`config.mk`:
```
export PLATFORM = sky130hd
export DESIGN_NAME = spi_rx_trig_gen2
export DESIGN_NICKNAME = d
export VERILOG_FILES = /design/src/rtl/spi_rx_trig_gen2.sv
export SDC_FILE = /design/constraint.sdc
export NUM_CORES = 1
export LEC_CHECK = 0
export BUFFER_PORTS_ARGS = -buffer_cell sky130_fd_sc_hd__buf_2
export CAP_MARGIN = 15
export CORE_AREA = 4 4 161 179
export CTS_BUF_LIST = sky130_fd_sc_hd__clkbuf_16
export CTS_CLUSTER_SIZE = 10
export DETAILED_ROUTE_END_ITERATION = 6
export DIE_AREA = 0 0 165 183
export PLACE_DENSITY = 0.5
export SYNTH_ARGS = -nofsm -noshare
export SYNTH_HDL_FRONTEND = slang
export SYNTH_SLANG_ARGS = --single-unit
```
`constraint.sdc`:
```
create_clock -name clk -period 2.7 [get_ports clk]
set_input_delay 0.54 -clock clk [delete_from_list [all_inputs] [get_ports clk]]
set_output_delay 0.54 -clock clk [all_outputs]
set_load 0.05 [all_outputs]
```
`src/rtl/spi_rx_trig_gen2.sv`:
```
// Passive SPI receive trigger: snoops SS_n/SCLK/MOSI, assembles a frame and pulses SPItrig on match.
// Optional trigger counter enabled by defining SPI_RX_TRIG_CNT_EN.
module spi_rx_trig_gen2 #(
    parameter int DATA_W      = 32,
    parameter int SYNC_STAGES = 3,
    parameter int LEN_W       = 6
) (
    input  logic              clk,
    input  logic              rst_n,
    input  logic              SS_n,
    input  logic              SCLK,
    input  logic              MOSI,
    input  logic              edg,
    input  logic              lsb_first,
    input  logic [LEN_W-1:0]  len,
    input  logic [DATA_W-1:0] mask,
    input  logic [DATA_W-1:0] match,
    output logic              SPItrig,
    output logic              rx_vld,
    output logic [DATA_W-1:0] rx_data,
    output logic              frame_err
`ifdef SPI_RX_TRIG_CNT_EN
    ,
    input  logic              trig_cnt_clr,
    output logic [15:0]       trig_cnt
`endif
);

    // One extra count bit so the saturation value DATA_W+1 is always representable
    localparam int                CNT_W    = LEN_W + 1;
    localparam logic [LEN_W-1:0]  DATA_W_L = LEN_W'(DATA_W);
    localparam logic [CNT_W-1:0]  CNT_MAX  = CNT_W'(DATA_W + 1);

    typedef enum logic [1:0] {
        IDLE  = 2'd0,
        SHIFT = 2'd1,
        CHECK = 2'd2
    } state_t;

    logic [SYNC_STAGES-1:0] ss_sync_r;
    logic [SYNC_STAGES-1:0] sclk_sync_r;
    logic [SYNC_STAGES-1:0] mosi_sync_r;
    logic                   ss_s;
    logic                   mosi_s;
    logic                   strobe_s;

    state_t                 state_r, state_nxt_s;
    logic [DATA_W-1:0]      shift_r, shift_nxt_s;
    logic [CNT_W-1:0]       bit_cnt_r, cnt_nxt_s;
    logic [LEN_W-1:0]       len_eff_s;
    logic [CNT_W-1:0]       shamt_s;
    logic [DATA_W-1:0]      len_mask_s;
    logic [DATA_W-1:0]      word_s;
    logic                   ok_s;
    logic                   hit_s;

    logic                   vld_r, vld_nxt_s;
    logic                   err_r, err_nxt_s;
    logic                   trig_r, trig_nxt_s;
    logic [DATA_W-1:0]      data_r, data_nxt_s;

    // SS_n synchroniser, idles deasserted
    always_ff @(posedge clk or negedge rst_n) begin
        if (!rst_n) begin
            ss_sync_r <= {SYNC_STAGES{1'b1}};
        end else begin
            ss_sync_r <= {ss_sync_r[SYNC_STAGES-2:0], SS_n};
        end
    end

    // SCLK and MOSI synchronisers share depth so MOSI stays aligned to the clock edge
    always_ff @(posedge clk) begin
        sclk_sync_r <= {sclk_sync_r[SYNC_STAGES-2:0], SCLK};
        mosi_sync_r <= {mosi_sync_r[SYNC_STAGES-2:0], MOSI};
    end

    assign ss_s     = ss_sync_r[SYNC_STAGES-1];
    assign mosi_s   = mosi_sync_r[SYNC_STAGES-1];
    assign strobe_s = edg ? (sclk_sync_r[SYNC_STAGES-2] & ~sclk_sync_r[SYNC_STAGES-1])
                          : (~sclk_sync_r[SYNC_STAGES-2] & sclk_sync_r[SYNC_STAGES-1]);

    assign len_eff_s  = ((len == {LEN_W{1'b0}}) || (len > DATA_W_L)) ? DATA_W_L : len;
    assign shamt_s    = CNT_W'(DATA_W) - {1'b0, len_eff_s};
    assign len_mask_s = ~({DATA_W{1'b1}} << len_eff_s);
    assign ok_s       = (bit_cnt_r == {1'b0, len_eff_s});
    assign hit_s      = &(~(word_s ^ match) | mask | ~len_mask_s);

    // LSB-first frames land at the top of the register and must be right-aligned
    always_comb begin
        word_s = shift_r;
        if (lsb_first) begin
            word_s = (shift_r >> shamt_s) & len_mask_s;
        end else begin
            word_s = shift_r & len_mask_s;
        end
    end

    // Frame FSM next-state and datapath updates
    always_comb begin
        state_nxt_s = state_r;
        shift_nxt_s = shift_r;
        cnt_nxt_s   = bit_cnt_r;
        vld_nxt_s   = 1'b0;
        err_nxt_s   = 1'b0;
        trig_nxt_s  = 1'b0;
        data_nxt_s  = data_r;
        case (state_r)
            IDLE: begin
                if (!ss_s) begin
                    state_nxt_s = SHIFT;
                    shift_nxt_s = {DATA_W{1'b0}};
                    cnt_nxt_s   = {CNT_W{1'b0}};
                end else begin
                    state_nxt_s = IDLE;
                end
            end
            SHIFT: begin
                if (strobe_s) begin
                    if (lsb_first) begin
                        shift_nxt_s = {mosi_s, shift_r[DATA_W-1:1]};
                    end else begin
                        shift_nxt_s = {shift_r[DATA_W-2:0], mosi_s};
                    end
                    if (bit_cnt_r != CNT_MAX) begin
                        cnt_nxt_s = bit_cnt_r + CNT_W'(1);
                    end else begin
                        cnt_nxt_s = bit_cnt_r;
                    end
                end else begin
                    shift_nxt_s = shift_r;
                end
                if (ss_s) begin
                    state_nxt_s = CHECK;
                end else begin
                    state_nxt_s = SHIFT;
                end
            end
            CHECK: begin
                vld_nxt_s   = 1'b1;
                err_nxt_s   = ~ok_s;
                trig_nxt_s  = ok_s & hit_s;
                data_nxt_s  = word_s;
                state_nxt_s = IDLE;
            end
            default: begin
                state_nxt_s = IDLE;
            end
        endcase
    end

    // State, datapath and registered outputs
    always_ff @(posedge clk or negedge rst_n) begin
        if (!rst_n) begin
            state_r   <= IDLE;
            shift_r   <= {DATA_W{1'b0}};
            bit_cnt_r <= {CNT_W{1'b0}};
            vld_r     <= 1'b0;
            err_r     <= 1'b0;
            trig_r    <= 1'b0;
            data_r    <= {DATA_W{1'b0}};
        end else begin
            state_r   <= state_nxt_s;
            shift_r   <= shift_nxt_s;
            bit_cnt_r <= cnt_nxt_s;
            vld_r     <= vld_nxt_s;
            err_r     <= err_nxt_s;
            trig_r    <= trig_nxt_s;
            data_r    <= data_nxt_s;
        end
    end

    assign SPItrig   = trig_r;
    assign rx_vld    = vld_r;
    assign rx_data   = data_r;
    assign frame_err = err_r;

`ifdef SPI_RX_TRIG_CNT_EN
    logic [15:0] trig_cnt_r;

    // Saturating trigger counter; clear beats a simultaneous increment
    always_ff @(posedge clk or negedge rst_n) begin
        if (!rst_n) begin
            trig_cnt_r <= 16'h0000;
        end else if (trig_cnt_clr) begin
            trig_cnt_r <= 16'h0000;
        end else if (trig_r && (trig_cnt_r != 16'hFFFF)) begin
            trig_cnt_r <= trig_cnt_r + 16'h0001;
        end else begin
            trig_cnt_r <= trig_cnt_r;
        end
    end

    assign trig_cnt = trig_cnt_r;
`else
    // No trigger counter in this build
`endif

endmodule

```
; ---- After elaboration in Yosys (flattened, before gate mapping)
; Cells that the tools add are included.
[word_totals]
regBits = 85
input_bits = 77
output_inout_bits = 35
elab_cells = 60
[classes]
n_addsub = 2
n_lt_le_gt_ge = 1
n_eq_ne = 7
shifts = 2
n_mux = 17
bitwise_logic = 14
n_reduce_logical = 7
[op_table]
columns = op, n
row1 = $mux 32, 4
row2 = $not 32->32, 3
row3 = $and 32x32->32, 2
row4 = $or 32x32->32, 2
row5 = $pmux 32 s2, 1
row6 = $reduce_and 32->1, 1
row7 = $shl 32x6->32 const A, 1
row8 = $shr 32x7->32, 1
row9 = $xor 32x32->32, 1
row10 = $mux 7, 3
row11 = $pmux 7 s2, 1
row12 = $add 7x1->7 const B, 1
row13 = $eq 7x6->1, 1
row14 = $ne 7x6->1 const B, 1
row15 = $sub 6x6->7 const A, 1
row16 = $gt 6x6->1 const B, 1
row17 = $logic_not 6->1, 1
row18 = $mux 6, 1
row19 = $ne 2x2->1 const B, 3
row20 = $mux 1, 5
row21 = $pmux 2 s2, 1
row22 = $reduce_and 4->1, 1
row23 = $and 1x1->1, 3
row24 = $not 1->1, 3
row25 = other kinds (7), 7

; ---- Longest topological paths before layout
[depth]
ltp_word = 14
depth_mapped = 19

; ---- Worst setup path before layout
; No wires, ideal clock.
[synth_timing]
kind = input-to-reg
from = input len[5]
to = register trig_r (netlist: SPItrig)
setup_ns = 0.096
arrival_time_ns = 4.214
path_slack_ns = -1.610
cell_stages = 17
path_buffers = 7
cell_sequence = buf_2 nand2b_1 buf_4 buf_4 buf_2 ha_1 ha_1 buf_2 inv_2 buf_1 clkbuf_1 mux4_2 o32ai_1 a211oi_1 a2111oi_0 nand4_1 nor4_2
[synth_between]
elab_chain_len = 14
word_cells_on_any_way = 20
[synth_lines]
columns = element, line
row1 = "start, declared", 15  ; input logic [LEN_W-1:0] len,
row2 = $gt 6x6->1 or $logic_not 6->1 (tied branches), 82  ; assign len_eff_s = ((len == {LEN_W{1'b0}}) || (len > DATA_W_L)) ? DATA_W_L : len;
row3 = $logic_or 1x1->1, 82
row4 = $mux 6 *, 82
row5 = $sub 6x6->7 or $shl 32x6->32 (tied branches), "83, 84"
row6 = $shr 32x7->32 or $not 32->32 (tied branches), "92, 84"
row7 = $and 32x32->32 (on tied branches), "92, 94"
row8 = $mux 32, 91  ; if (lsb_first) begin
row9 = $xor 32x32->32, 86  ; assign hit_s = &(~(word_s ^ match) | mask | ~len_mask_s);
row10 = $not 32->32, 86
row11 = $or 32x32->32 (2 in a row), 86
row12 = $reduce_and 32->1, 86
row13 = $and 1x1->1 *, 141  ; trig_nxt_s = ok_s & hit_s;
row14 = $mux 1 *, 107  ; case (state_r)
row15 = named net trig_nxt_s, 59  ; logic trig_r, trig_nxt_s;
row16 = "end signal, assigned", 167  ; trig_r <= trig_nxt_s;
row17 = "end, declared", 59
; The timed path passes the listed nets; every way through them passes the cells marked *.
; A chain may end at the register's enable or synchronous reset.

; ---- Final worst setup path
; Same ends and word-level chain as after synthesis.

==> metrics <==
vias in the first global route=8890; fmax=311 MHz; clock skew=0.00889 ns; final setup margin=-0.512 ns; Leak Pwr=5.13 nW; initial antenna violation count=0; WP buf/inv=3; Initial Util=27.7%; hpwl dp=30.0 mm; register area share after synthesis=28.2%; CP arrival=3.45 ns; layout overhead on the synthesized area=53.5%; routability congestion estimate=0.991; cts hold-fix bufs=0; number of synthesized flops with an enable pin=0; Synth area leaders=dfrtp_1 (26%), mux2i_1 (7.5%), nand2_1 (5.1%); average size of a mapped cell=8.12 sq um; outcome=complete, but fails checks; CP Launch Type=input pin; CTS tree=done; CP endpoint kind=flip-flop; H-tree levels=3; synthesized flop and latch total=85; placed cell areas=10700 sq um; cells after synthesis=918; post-route DRC violation count=0; Yosys Warn Count=0; Slew headroom=48.0%; Root Driver=clkbuf_16; GRT Residual Overflow=0; via count=8795; Core Rows=63; critical path's largest stage delay=0.46 ns; first-pass GRT wire length=54.6 mm; Hold Vio Cnt, Final=0; Worst Setup Path Type=input pin to flip-flop; nets@finish=1359; die height=183 um; crit-path leading delay family=simple AND/OR/NAND/NOR gates; distinct cell type count of the synthesized netlist=90; power per cell area=372 nW/um^2; drt initial violations=729; Tot GR Track Use=23.9%; pin count of the biggest net entering global routing=80; Tot Pwr=4.26 mW; Peak VDD IR=0.352 mV; RSZ-0062 raised after global routing=true; CP cell instances=buf_12 -> nand2b_4 -> ha_4 -> ha_4 -> buf_4 -> nor3b_2 -> nand2_1 -> nand4_1 -> o22ai_2 -> buf_4 -> or3b_2 -> a211oi_1 -> a221oi_1 -> nand4_1 -> nor4_2; I/O Buffers=111; CP Data Required Time=2.94 ns; Final Slew Violations=0; n_diodes=0; min Tclk post-route=3.21 ns; vias per cell=5.37; most frequent cell after synthesis=nand2_1; CTS sink count=85; largest area contributor in the netlist=dfrtp_1; top_reg_cell synth=dfrtp_1; worst hold path class=input pin to asynchronous set/reset pin; WL per Instance=22.3 um; Clock transition at path regs=0.07 ns; core area=26900 sq um; FFs w/ async S/R, synth=92.9%; Slowest-stage cell, CP=or3b_2; Final ANT Viol Nets=0; share of layout cells above drive strength 1=43.3%; final WL=36.5 mm; number of buffers created by CTS=9; maximum clock insertion buffer count=2; drt first pass iters=5; Final Cycle Share=119%; Post-synth top cells=nand2_1 (101), nor2_1 (78), dfrtp_1 (76); die area=30200 sq um; io pins=112; Syn Nets=1001; Worst-Margin Slew=0.780 ns; mapped cell area=7450 sq um; # setup viols final=3; Yosys top cell area share=25.5%; total of max-cap violations=0; failing checks=setup timing; setup_tns=-0.914 ns; Die W=165 um; CP Max Fanout=7; Final Cell Area=11400 sq um; Core Util, Final=42.5%; worst-skew pair later-pin latency=0.36 ns
==> registers in the layout, indices dropped and copies added, names as in the netlist <==
name	count
shift_r	32
ss_sync_r	3
bit_cnt_r	7
rx_data	32
sclk_sync_r	3
rx_vld	1
state_r	2
mosi_sync_r	3
frame_err	1
SPItrig	1
==> report_power, final <==
part | switching (mW) | total, mW | internal (mW)
Combinational | 0.873 | 1.54 | 0.664
Sequential | 0.0278 | 1.35 | 1.32
Clock | 0.563 | 1.37 | 0.808
Total | 1.46 | 4.26 | 2.79
==> cell type report <==
class | instances | area, sq um
Clock buffer | 9 | 225
Clock inverter | 7 | 90.1
Fill cell | 2747 | 15400
Inverter | 20 | 87.6
Multi-Input combinational cell | 739 | 5440
Sequential cell | 85 | 2100
Tap cell | 357 | 447
Timing Repair Buffer | 421 | 3050
==> kinds of logic (layout without fill, tap and decap cells) <==
kind of cell | Yosys count | in the layout | synth area share [%]
adder cells (fa/ha/maj) | 6 | 6 | 1.01
buffers and inverters | 94 | 457 | 5.42
AND/OR/NAND/NOR | 351 | 351 | 23.5
AO/OA/AOI/OAI | 275 | 275 | 25.8
XOR/XNOR | 24 | 24 | 2.82
multiplexers | 83 | 83 | 13.3
flip-flops | 85 | 85 | 28.2
==> per-layer routing <==
layer / wire (um) / part of all wire (%) / GRT usage [%]
met1: 15200 / 42 / 30.2
met2: 17000 / 47 / 39.6
met3: 2080 / 5.7 / 3.44
met4: 2200 / 6.0 / 12.1
met5: 0 / 0 / 0
==> worst reg2reg max path, cell delays in order (launching register included) <==
cell      delay, ns
dfrtp_1        0.40
buf_4          0.15
buf_4          0.13
mux2i_1        0.23
nand3_1        0.12
nand4_1        0.28
o22ai_2        0.16
buf_4          0.17
or3b_2         0.46
a211oi_1       0.28
a221oi_1       0.10
nand4_1        0.11
nor4_2         0.06
==> cell usage in the layout (no fill, tap or decap), drive strengths merged, types with 5 or more instances in the layout <==
cell type  count
xor2           9
nor2b         24
a21boi         7
a21oi         52
dfrtp         76
nand3         36
o32a           7
nor3          22
mux4          11
and2          10
a31oi         14
nand4         13
buf          421
o211ai         7
mux2          16
and3           6
inv           21
nor2          78
dfxtp          6
a2111oi        6
xnor2         15
a211oi        10
clkbuf         9
a22o          11
o22ai         13
or3           14
o21ai         52
nand3b         5
mux2i         56
nor4          14
o21a           5
ha             6
o31ai         26
nand2        101
o221ai         7
nand2b         8
==> metrics by stage <==
step	std cells	setup slack, ns	hold WS, ns
after CTS	1628	-0.496	0.214
after global placement	1607	-0.914	0.310
final	1638	-0.512	0.199
after floorplan	918	-0.966	0.244
after detailed placement	1607	-0.980	0.313
after global routing	1638	-0.634	0.233
==> worst paths after layout <==
check                          startpoint        endpoint  slack, ns  cells past startpoint
setup / recovery                   len[5]         SPItrig      -0.51                     15
hold / removal                      rst_n     rx_data[19]       0.20                      2
setup reg to reg              shift_r[29]         SPItrig      -0.07                     12
hold reg to reg            sclk_sync_r[0]  sclk_sync_r[1]       0.33                      0
max in group asynchronous           rst_n      shift_r[6]       2.12                      2
min in group clk                     SS_n    ss_sync_r[0]       0.27                      1
==> what timing repair did <==
action	in CTS	in global routing
gates resized for setup	23	60
pin swaps	9	16
gates cloned	0	0
setup buffers	5	11
endpoints found under the setup margin	10	19
Note: power is estimated with default switching activity, not from simulation.
